`config.mk`:
```
export PLATFORM = sky130hd
export DESIGN_NAME = mul_scheduler
export DESIGN_NICKNAME = d
export VERILOG_FILES = /design/src/rtl/mul_sched_pkg.sv /design/src/rtl/mul_scheduler_rr_arbiter.sv /design/src/rtl/mul_scheduler.sv
export SDC_FILE = /design/constraint.sdc
export NUM_CORES = 1
export LEC_CHECK = 0
export ABC_AREA = 1
export CAP_MARGIN = 20
export CORE_UTILIZATION = 47
export DETAILED_ROUTE_END_ITERATION = 8
export GPL_TIMING_DRIVEN = 0
export PLACE_DENSITY = 0.88
export SLEW_MARGIN = 15
export SYNTH_ARGS = -nofsm -noshare
export SYNTH_HDL_FRONTEND = slang
export SYNTH_HIERARCHICAL = 1
export SYNTH_SLANG_ARGS = --single-unit
```
`constraint.sdc`:
```
create_clock -name clk -period 4.3 [get_ports clk]
set_input_delay 0.645 -clock clk [delete_from_list [all_inputs] [get_ports clk]]
set_output_delay 0.645 -clock clk [all_outputs]
set_load 0.005 [all_outputs]
```
`src/rtl/mul_sched_pkg.sv`:
```
// Shared types and default sizing for the multiplier scheduler.
package mul_sched_pkg;

  localparam int DEF_NREQ  = 4;
  localparam int DEF_WIDTH = 16;

  typedef enum logic [2:0] {
    IDLE   = 3'd0,
    LOAD_A = 3'd1,
    LOAD_B = 3'd2,
    ACC    = 3'd3,
    DONE   = 3'd4
  } state_e;

endpackage

```
`src/rtl/mul_scheduler_rr_arbiter.sv`:
```
// Combinational round-robin picker: searches from ptr_i+1 upward, wrapping to 0.
module rr_arbiter #(
  parameter int NREQ = 4,
  parameter int IDW  = 2
) (
  input  logic [NREQ-1:0] req_i,
  input  logic [IDW-1:0]  ptr_i,
  output logic [NREQ-1:0] gnt_o,
  output logic [IDW-1:0]  idx_o,
  output logic            vld_o
);

  int            c;
  logic [IDW-1:0] cur;

  always_comb begin
    gnt_o = '0;
    idx_o = '0;
    vld_o = 1'b0;
    c     = 0;
    cur   = '0;
    for (int k = 1; k <= NREQ; k++) begin
      c = int'(ptr_i) + k;
      if (c >= NREQ) c = c - NREQ;
      cur = IDW'(c);
      if (!vld_o && req_i[cur]) begin
        vld_o      = 1'b1;
        idx_o      = cur;
        gnt_o[cur] = 1'b1;
      end
    end
  end

endmodule

```
`src/rtl/mul_scheduler.sv`:
```
// Round-robin sequencer sharing one repeated-addition multiplier among NREQ clients.
// Optional sticky overflow output rsp_ovf when MUL_SCHED_OVF_EN is defined.
//
// state  | meaning
// IDLE   | waiting for a request; arbiter winner captured on the edge
// LOAD_A | multiplicand on dp_bus, ldA
// LOAD_B | multiplier on dp_bus, ldB + clrP
// ACC    | ldP/decB each cycle until eqz, then latch product
// DONE   | rsp_valid pulse
module mul_scheduler
  import mul_sched_pkg::*;
#(
  parameter int NREQ  = DEF_NREQ,
  parameter int WIDTH = DEF_WIDTH,
  parameter int IDW   = $clog2(NREQ)
) (
  input  logic                  clk,
  input  logic                  rst_n,
  input  logic [NREQ-1:0]       req,
  input  logic [NREQ*WIDTH-1:0] a_in,
  input  logic [NREQ*WIDTH-1:0] b_in,
  output logic [NREQ-1:0]       gnt,
  output logic                  rsp_valid,
  output logic [WIDTH-1:0]      rsp_data,
  output logic [IDW-1:0]        rsp_id,
  output logic [WIDTH-1:0]      dp_bus,
  output logic                  ldA,
  output logic                  ldB,
  output logic                  ldP,
  output logic                  clrP,
  output logic                  decB,
  input  logic                  eqz,
  input  logic [WIDTH-1:0]      dp_p
`ifdef MUL_SCHED_OVF_EN
  ,output logic                 rsp_ovf
`endif
);

  state_e           state_q;
  logic [WIDTH-1:0] a_q, b_q, rsp_data_q;
  logic [IDW-1:0]   owner_q, ptr_q, rsp_id_q;
  logic [NREQ-1:0]  gnt_q;

  logic [NREQ-1:0]  win_oh;
  logic [IDW-1:0]   win_idx;
  logic             win_vld;

  rr_arbiter #(.NREQ(NREQ), .IDW(IDW)) u_arb (
    .req_i (req),
    .ptr_i (ptr_q),
    .gnt_o (win_oh),
    .idx_o (win_idx),
    .vld_o (win_vld)
  );

  always_ff @(posedge clk or negedge rst_n) begin
    if (!rst_n) begin
      state_q    <= IDLE;
      a_q        <= '0;
      b_q        <= '0;
      owner_q    <= '0;
      ptr_q      <= IDW'(NREQ - 1);
      gnt_q      <= '0;
      rsp_data_q <= '0;
      rsp_id_q   <= '0;
    end else begin
      gnt_q <= '0;
      unique case (state_q)
        IDLE: begin
          if (win_vld) begin
            a_q     <= a_in[win_idx*WIDTH +: WIDTH];
            b_q     <= b_in[win_idx*WIDTH +: WIDTH];
            owner_q <= win_idx;
            ptr_q   <= win_idx;
            gnt_q   <= win_oh;
            state_q <= LOAD_A;
          end
        end
        LOAD_A: state_q <= LOAD_B;
        LOAD_B: state_q <= ACC;
        ACC: begin
          if (eqz) begin
            rsp_data_q <= dp_p;
            rsp_id_q   <= owner_q;
            state_q    <= DONE;
          end
        end
        DONE:    state_q <= IDLE;
        default: state_q <= IDLE;
      endcase
    end
  end

  // Controls depend only on registered state (plus eqz for the ACC loop).
  always_comb begin
    dp_bus = '0;
    unique case (state_q)
      LOAD_A:  dp_bus = a_q;
      LOAD_B:  dp_bus = b_q;
      default: dp_bus = '0;
    endcase
  end

  assign ldA       = (state_q == LOAD_A);
  assign ldB       = (state_q == LOAD_B);
  assign clrP      = (state_q == LOAD_B);
  assign ldP       = (state_q == ACC) && !eqz;
  assign decB      = (state_q == ACC) && !eqz;
  assign rsp_valid = (state_q == DONE);
  assign gnt       = gnt_q;
  assign rsp_data  = rsp_data_q;
  assign rsp_id    = rsp_id_q;

`ifdef MUL_SCHED_OVF_EN
  logic [WIDTH:0] sum_ext;
  logic           ovf_q;

  assign sum_ext = {1'b0, dp_p} + {1'b0, a_q};

  always_ff @(posedge clk or negedge rst_n) begin
    if (!rst_n) begin
      ovf_q <= 1'b0;
    end else if (state_q == LOAD_B) begin
      ovf_q <= 1'b0;
    end else if (ldP && sum_ext[WIDTH]) begin
      ovf_q <= 1'b1;
    end
  end

  assign rsp_ovf = ovf_q;
`endif

endmodule
```
==> reports/summary.log, run 1 <==
qor: run_status.run_status completed
qor: global_route.via_count_of_the_first_global_routing_pass 4,786
qor: global_route.grt_use_total 26.8%
qor: synthesis.netlist-cell-type-count 30
qor: cells_and_area.fillerInstances 790
qor: sta.setup_viol_count_final 0
qor: floorplan.initial_utilization 49.1%
qor: placement.gp_routability_congestion 0.860
qor: synthesis.mappedNetlistNets 917
qor: sta.clock-skew-final 0.00768 ns
qor: synthesis.synthCells 758
qor: cells_and_area.fin_util 73.7%
qor: sta.endpoints_failing_hold 0
qor: cts.ctsLongestPathBuffers 2
qor: cts.clock_tree_root sky130_fd_sc_hd__clkbuf_8
qor: drt.detail_route.vias_per_cell 4.65
qor: cells_and_area.multiInputGateArea 2300 um2
qor: cts.cts_inserted_buffers 9
qor: global_route.grt_pass1_wl 21.4 mm
qor: sta.min_period_over_period 68.7%
qor: pwr.vdd_ir_drop_max 0.000532 V
qor: sta.max-slew-margin-rel 50.5%
qor: floorplan.core_area 9330 um2
qor: cts.ctsResizeCount 0
qor: cells_and_area.mostFrequentLayoutCell sky130_fd_sc_hd__nand2_1
qor: cts.post_cts_buffers 0
qor: cts.clkLatencyLatePin 0.34 ns
qor: drt.via_count 5,093
qor: cells_and_area.area.sequential 1530 um2
qor: critical_path.critical_path.max_fanout 10
qor: cts.postCtsHoldBufs 0
qor: cells_and_area.num-nets-final 1,122
qor: placement.dpl.hpwl 10.2 mm
qor: cells_and_area.fin_cells 1,096
qor: synthesis.ys_seq_elements 61
qor: pwr.power-per-cell-area 773 nW/um2
qor: sta.fmax 338 MHz
qor: pwr.power_leakage 3.86 nW
qor: floorplan.rows 35
qor: cells_and_area.n_antenna_cell 0
qor: critical_path.worstPathRequired 4.54 ns
qor: floorplan.fp.dieH 101 um
qor: min_path.timing.hold.worst.class in2async
qor: floorplan.chipWidth 101 um
qor: cells_and_area.final_area 6880 um2
qor: placement.detailed_place.area 6680 um2
qor: drt.wl_per_cell 12.0 um
qor: synthesis.syn-mean-instance-area 6.04 um2
qor: synthesis.seq_area_frac_synth 33.4%
qor: sta.final_max_tran_viols 0
qor: placement.io_buffers 194
qor: critical_path.timing.critical_path.to_type flop
qor: global_route.gr-total-overflow 0
qor: synthesis.yosysWarningCount 6
qor: sta.post-route-min-period 2.95 ns
qor: global_route.grt_max_degree 62
qor: drt.route.detailed.drc 0
qor: drt.drtPass1Iterations 4
qor: floorplan.num_ports 195
qor: cells_and_area.most-common-layout-cells 362 x sky130_fd_sc_hd__nand2_1, 193 x sky130_fd_sc_hd__clkdlybuf4s50_1, 136 x sky130_fd_sc_hd__inv_1
qor: floorplan.fp.dieArea 10,100 um2
qor: cts.cts.sinks 61
qor: sta.grt_setup_unrepaired false
qor: drt.finalWirelength 13.1 mm
qor: cts.cts_htree_levels 3
qor: synthesis.synth_area 4580 um2
qor: sta.worst_pin_slew 0.743 ns
qor: sta.fin_setup_tns 0 ns
qor: global_route.initial_antenna_violation_count 0
qor: placement.place.detailed.instances 1,081
qor: drt.final_antenna_net_count 0
qor: cells_and_area.layout_cell_share_with_drive_strength_beyond_1 7.96%
qor: cts.tritoncts yes
qor: cells_and_area.synthToLayoutAreaGrowth 50.3%
qor: drt.drt_iter0_drc 167
qor: critical_path.critPathArrivalTime 3.19 ns
qor: critical_path.crit_type reg2reg
qor: job.max-cap-violations 0
qor: cts.path_clk_slew 0.07 ns
qor: critical_path.critPathLaunchType flop
[where the power goes]
part / switching (mW) / internal (mW) / total [mW]
clock: 0.225 / 0.294 / 0.519
combinational: 2.30 / 1.47 / 3.78
sequential: 0.156 / 0.860 / 1.02
total: 2.69 / 2.63 / 5.31
[per-stage QoR]
step / power [mW] / hold slack (ns) / setup WS (ns)
6_report: 5.31 / 0.377 / 1.35
5_1_grt: 5.84 / 0.414 / 1.10
4_1_cts: 5.35 / 0.388 / 1.34
3_5_place_dp: 4.82 / 0.465 / 1.27
3_3_place_gp: 4.73 / 0.462 / 0.704
2_1_floorplan: 3.50 / 0.349 / 1.91
[layer usage]
layer,GRT usage (%),routed length (um),vias to the layer above
li1,-,-,2650
met1,29.3,5380,2270
met2,50.4,6610,150
met3,7.63,904,23
met4,7.58,225,0
met5,0,0,-
[critical path: stages (launching register included)]
cell and delay (ns):
sky130_fd_sc_hd__dfstp_2 0.66, sky130_fd_sc_hd__inv_2 0.14, sky130_fd_sc_hd__ha_1 0.35, sky130_fd_sc_hd__inv_1 0.08
sky130_fd_sc_hd__nand2_2 0.12, sky130_fd_sc_hd__nand2_2 0.08, sky130_fd_sc_hd__nor2_2 0.18, sky130_fd_sc_hd__nor2_1 0.08
sky130_fd_sc_hd__a21oi_2 0.22, sky130_fd_sc_hd__buf_2 0.27, sky130_fd_sc_hd__buf_2 0.29, sky130_fd_sc_hd__nand2_1 0.09
sky130_fd_sc_hd__nand3_1 0.11, sky130_fd_sc_hd__nand2_1 0.07, sky130_fd_sc_hd__nand2_1 0.05, sky130_fd_sc_hd__nand2_1 0.04
[path summary, 6_finish.rpt]
path | cells after the start | start | endpoint | slack, ns
max | 15 | ptr_q[0] | b_q[4] | 1.35
min | 1 | rst_n | rsp_data[14] | 0.38
max reg2reg | 15 | ptr_q[0] | b_q[4] | 1.35
min reg2reg | 2 | b_q[2] | b_q[2] | 0.48
max in group asynchronous | 1 | rst_n | b_q[9] | 3.43
min in group clk | 2 | b_q[2] | b_q[2] | 0.48
[area by class of cell]
class,count,share of cell area [%]
multi-input combinational,518,33.5
inverter,145,7.95
buffer,34,2.84
timing repair buffer,194,28.2
tap,129,2.35
clock buffer,11,2.20
clock inverter,4,0.692
sequential,61,22.2
[kinds of logic after synthesis]
logic type               after synthesis  synth area share [%]
flip-flops                            61                  33.4
buffers and inverters                179                  16.2
AO/OA/AOI/OAI                         29                  3.56
adder cells (fa/ha/maj)                8                  2.19
AND/OR/NAND/NOR                      481                  44.6
[cell usage after synthesis]
master / count / share of area (%)
sky130_fd_sc_hd__nand3_2: 2 / 0.44
sky130_fd_sc_hd__nand4_1: 6 / 0.82
sky130_fd_sc_hd__clkbuf_2: 1 / 0.11
sky130_fd_sc_hd__clkbuf_1: 9 / 0.74
sky130_fd_sc_hd__nand2_1: 362 / 30
sky130_fd_sc_hd__inv_2: 8 / 0.66
sky130_fd_sc_hd__nand2_4: 1 / 0.25
sky130_fd_sc_hd__buf_2: 16 / 1.8
sky130_fd_sc_hd__nor2_8: 2 / 0.88
sky130_fd_sc_hd__a31oi_1: 1 / 0.14
sky130_fd_sc_hd__nor2_2: 2 / 0.27
sky130_fd_sc_hd__a21oi_2: 1 / 0.19
sky130_fd_sc_hd__inv_1: 136 / 11
sky130_fd_sc_hd__dfstp_2: 2 / 1.1
sky130_fd_sc_hd__o211ai_1: 1 / 0.16
sky130_fd_sc_hd__a21oi_1: 4 / 0.44
sky130_fd_sc_hd__nand3_4: 1 / 0.38
sky130_fd_sc_hd__ha_1: 8 / 2.2
sky130_fd_sc_hd__buf_6: 1 / 0.25
sky130_fd_sc_hd__dfrtp_1: 59 / 32
sky130_fd_sc_hd__nor3_1: 1 / 0.11
sky130_fd_sc_hd__a21boi_0: 4 / 0.66
sky130_fd_sc_hd__nor2_1: 9 / 0.74
sky130_fd_sc_hd__nor2_4: 2 / 0.49
sky130_fd_sc_hd__nand2_2: 14 / 1.9
sky130_fd_sc_hd__buf_12: 1 / 0.44
sky130_fd_sc_hd__o21ai_0: 18 / 2.0
sky130_fd_sc_hd__inv_4: 1 / 0.14
sky130_fd_sc_hd__buf_4: 6 / 0.98
sky130_fd_sc_hd__nand3_1: 79 / 8.6
[state kept, by name, indices dropped and copies added (netlist names)]
name / cells
state_q: 3
owner_q: 2
rsp_id: 2
rsp_data: 16
ptr_q: 2
a_q: 16
gnt: 4
b_q: 16
No activity file was read; power rests on OpenSTA's default activity.
==> run 2, diff against run 1 <==
--- a/config.mk
+++ b/config.mk
@@ -7,10 +7,10 @@
 export LEC_CHECK = 0
 export ABC_AREA = 1
 export CAP_MARGIN = 20
-export CORE_UTILIZATION = 47
+export CORE_UTILIZATION = 39
 export DETAILED_ROUTE_END_ITERATION = 8
 export GPL_TIMING_DRIVEN = 0
-export PLACE_DENSITY = 0.88
+export PLACE_DENSITY = 0.78
 export SLEW_MARGIN = 15
 export SYNTH_ARGS = -nofsm -noshare
 export SYNTH_HDL_FRONTEND = slang
==> constraint.sdc (replaced) <==
create_clock -name clk -period 2.6 [get_ports clk]
set_input_delay 0.39 -clock clk [delete_from_list [all_inputs] [get_ports clk]]
set_output_delay 0.39 -clock clk [all_outputs]
set_load 0.005 [all_outputs]
==> run 2 against run 1 <==
Against the previous run:
- die area rose by 20%
- sequential cell count did not move
- setup slack got worse by 1.2 ns
- power rose by 91%
- non-clock buffer count rose by 13
- first-iteration DRC count rose by 59%
- sequential share of layout area fell by 1.2 points
- cell area rose by 5.9%
- critical path depth rose by 1
==> reports/summary.log, run 2 (same netlist as run 1, synthesis figures left out) <==
qor: run_status.run_status completed
qor: cts.cts_htree_levels 3 [unchanged]
qor: global_route.gr-usage-met3 5.82% [-1.8 points]
qor: min_path.timing.hold.worst.class in2async
qor: sta.max-slew-margin-rel 48.6% [-1.9 points]
qor: global_route.grt_use_total 22.8% [-4.0 points]
qor: cells_and_area.final_area 7280 um2 [+5.9%]
qor: critical_path.worstPathRequired 2.81 ns [-1.73 ns]
qor: cts.ctsLongestPathBuffers 2 [unchanged]
qor: cts.clock_tree_root sky130_fd_sc_hd__clkbuf_16
qor: critical_path.critical_path.cell_chain inv_4 -> ha_4 -> inv_1 -> nand2_4 -> nand2_2 -> nor2_4 -> nor2_1 -> a21oi_2 -> buf_4 -> buf_6 -> buf_6 -> nand2_1 -> nand3_1 -> nand2_1 -> nand2_1 -> nand2_1
qor: cells_and_area.most-common-layout-cells 362 x sky130_fd_sc_hd__nand2_1, 193 x sky130_fd_sc_hd__clkdlybuf4s50_1, 134 x sky130_fd_sc_hd__inv_1
qor: drt.detail_route.vias_per_cell 4.58 [-1.4%]
qor: pwr.power-per-cell-area 1400 nW/um2 [+81%]
qor: placement.place.detailed.instances 1,095 [+1.3%]
qor: pwr.power_leakage 4.05 nW [+4.7%]
qor: placement.io_buffers 194 [unchanged]
qor: global_route.grt_pass1_wl 21.7 mm [+1.4%]
qor: cells_and_area.fillerInstances 1,076 [+36%]
qor: global_route.gr_util_met1 27.0% [-2.3 points]
qor: floorplan.fp.dieArea 12,200 um2 [+20%]
qor: global_route.via_count_of_the_first_global_routing_pass 4,686 [-2.1%]
qor: critical_path.critical_path.top_delay_family simple AND/OR/NAND/NOR gates
qor: cts.postCtsHoldBufs 0 [unchanged]
qor: cts.path_clk_slew 0.05 ns [-0.02 ns]
qor: critical_path.critical_path.max_fanout 10 [unchanged]
qor: cells_and_area.layout_cell_share_with_drive_strength_beyond_1 10.5% [+2.5 points]
qor: drt.wl_per_cell 12.4 um [+3.3%]
qor: critical_path.critPathSlowestCell sky130_fd_sc_hd__dfstp_2
qor: cells_and_area.fin_cells 1,123 [+2.5%]
qor: drt.route.detailed.drc 0 [unchanged]
qor: pwr.fin_total_pwr 10.2 mW [+91%]
qor: global_route.gr-total-overflow 0 [unchanged]
qor: sta.final_max_tran_viols 0 [unchanged]
qor: critical_path.critPathLaunchType flop
qor: sta.post-route-min-period 2.49 ns [-0.466 ns]
qor: pwr.vdd_ir_drop_max 0.000871 V [+64%]
qor: placement.dpl.hpwl 10.5 mm [+2.1%]
qor: cells_and_area.n_antenna_cell 0 [unchanged]
qor: global_route.initial_antenna_violation_count 0 [unchanged]
qor: global_route.met2_layer_usage_reported_by_global_route 41.0% [-9.4 points]
qor: floorplan.rows 39 [+11%]
qor: sta.clock-skew-final 0.00272 ns [-0.00496 ns]
qor: cells_and_area.mostFrequentLayoutCell sky130_fd_sc_hd__nand2_1
qor: placement.detailed_place.area 6690 um2 [+0.26%]
qor: critical_path.crit_path_max_incr_delay 0.58 ns [-0.08 ns]
qor: job.max-cap-violations 0 [unchanged]
qor: drt.via_count 5,144 [+1.0%]
qor: cts.clkLatencyLatePin 0.32 ns [-0.02 ns]
qor: sta.min_period_over_period 95.7% [+27 points]
qor: global_route.gr-max-usage-layer met2
qor: floorplan.chipWidth 110 um [+9.6%]
qor: floorplan.fp.dieH 110 um [+9.6%]
qor: drt.drt_iter0_drc 265 [+59%]
qor: cells_and_area.synthToLayoutAreaGrowth 59.1%
qor: sta.fmax 402 MHz [+19%]
qor: floorplan.initial_utilization 40.1% [-9.0 points]
qor: drt.finalWirelength 13.9 mm [+5.8%]
qor: drt.drtPass1Iterations 4 [unchanged]
qor: drt.final_antenna_net_count 0 [unchanged]
qor: sta.endpoints_failing_hold 0 [unchanged]
qor: cells_and_area.num-nets-final 1,135 [+1.2%]
qor: cts.tritoncts yes
qor: cells_and_area.fin_util 63.7% [-10 points]
qor: sta.setup_viol_count_final 0 [unchanged]
qor: critical_path.total_buffers_and_inverters_traversed_by_the_critical_path 5 [+1]
qor: sta.fin_setup_tns 0 ns [unchanged]
qor: critical_path.cpMostUsedCell sky130_fd_sc_hd__nand2_1
qor: floorplan.core_area 11,400 um2 [+22%]
qor: cts.cts_inserted_buffers 9 [unchanged]
qor: critical_path.critPathArrivalTime 2.70 ns [-0.49 ns]
qor: global_route.grt_max_degree 62 [unchanged]
qor: floorplan.num_ports 195 [unchanged]
qor: sta.worst_pin_slew 0.770 ns [+0.0279 ns]
qor: critical_path.timing.critical_path.to_type flop
qor: critical_path.crit_type reg2reg
qor: placement.gp_routability_congestion 0.869 [+1.1%]
qor: cts.cts.sinks 61 [unchanged]
==> run 2: changes by cell type in the layout (fill, tap and decap cells not counted), sizes merged <==
cell      previous run  this run
clkinvlp             1         2
buf                 25        41
inv                145       144
clkbuf              21        18
==> run 2: power by group <==
group          switching, mW  internal (mW)  total (mW)
Sequential             0.240           1.42        1.66
Combinational           4.11           3.20        7.31
Clock                  0.399          0.784        1.18
==> run 2: cell type report <==
cell class / count / area, um2 / share of cell area [%]
clock inverter: 4 / 47.5 / 0.653
buffer: 34 / 313 / 4.30
tap: 143 / 179 / 2.46
clock buffer: 11 / 253 / 3.47
timing repair buffer: 207 / 2050 / 28.2
inverter: 145 / 561 / 7.70
multi-input combinational: 518 / 2340 / 32.2
sequential: 61 / 1530 / 21.0
==> run 2: through the flow <==
| stage | hold WS, ns | setup WS, ns |
|---|---|---|
| after detailed placement | 0.465 | -0.380 |
| after floorplan | 0.0944 | 0.213 |
| final | 0.143 | 0.111 |
| after CTS | 0.177 | 0.0652 |
| after global routing | 0.207 | -0.0506 |
| after global placement | 0.462 | -0.808 |
==> run 2: worst reg2reg max path, cell delays in order, from the launching register on <==
cell and delay (ns):
sky130_fd_sc_hd__dfstp_2 0.58, sky130_fd_sc_hd__inv_4 0.08, sky130_fd_sc_hd__ha_4 0.28, sky130_fd_sc_hd__inv_1 0.09, sky130_fd_sc_hd__nand2_4 0.10, sky130_fd_sc_hd__nand2_2 0.09
sky130_fd_sc_hd__nor2_4 0.14, sky130_fd_sc_hd__nor2_1 0.07, sky130_fd_sc_hd__a21oi_2 0.13, sky130_fd_sc_hd__buf_4 0.17, sky130_fd_sc_hd__buf_6 0.15, sky130_fd_sc_hd__buf_6 0.15
sky130_fd_sc_hd__nand2_1 0.06, sky130_fd_sc_hd__nand3_1 0.11, sky130_fd_sc_hd__nand2_1 0.07, sky130_fd_sc_hd__nand2_1 0.06, sky130_fd_sc_hd__nand2_1 0.04
==> run 2: layer usage <==
metal	vias up	part of all wire [%]
li1	2682	-
met1	2295	41
met2	152	51
met3	15	7.1
met4	0	1.2
met5	-	0
==> run 2: final timing paths <==
check	from	to	slack (ns)	cells past startpoint
worst max-delay path	ptr_q[0]	a_q[3]	0.11	16
worst min register to register	b_q[5]	b_q[5]	0.48	2
min in group clk	b_q[5]	b_q[5]	0.48	2
worst max register to register	ptr_q[0]	a_q[3]	0.11	16
worst min-delay path	rst_n	gnt[3]	0.14	1
max in group asynchronous	rst_n	a_q[4]	1.94	1
==> run 2: what timing repair did <==
action	in CTS	in global routing
gates cloned	0	2
pin swaps	1	4
buffers inserted	4	7
setup endpoints to repair	36	33
resized for setup	23	41
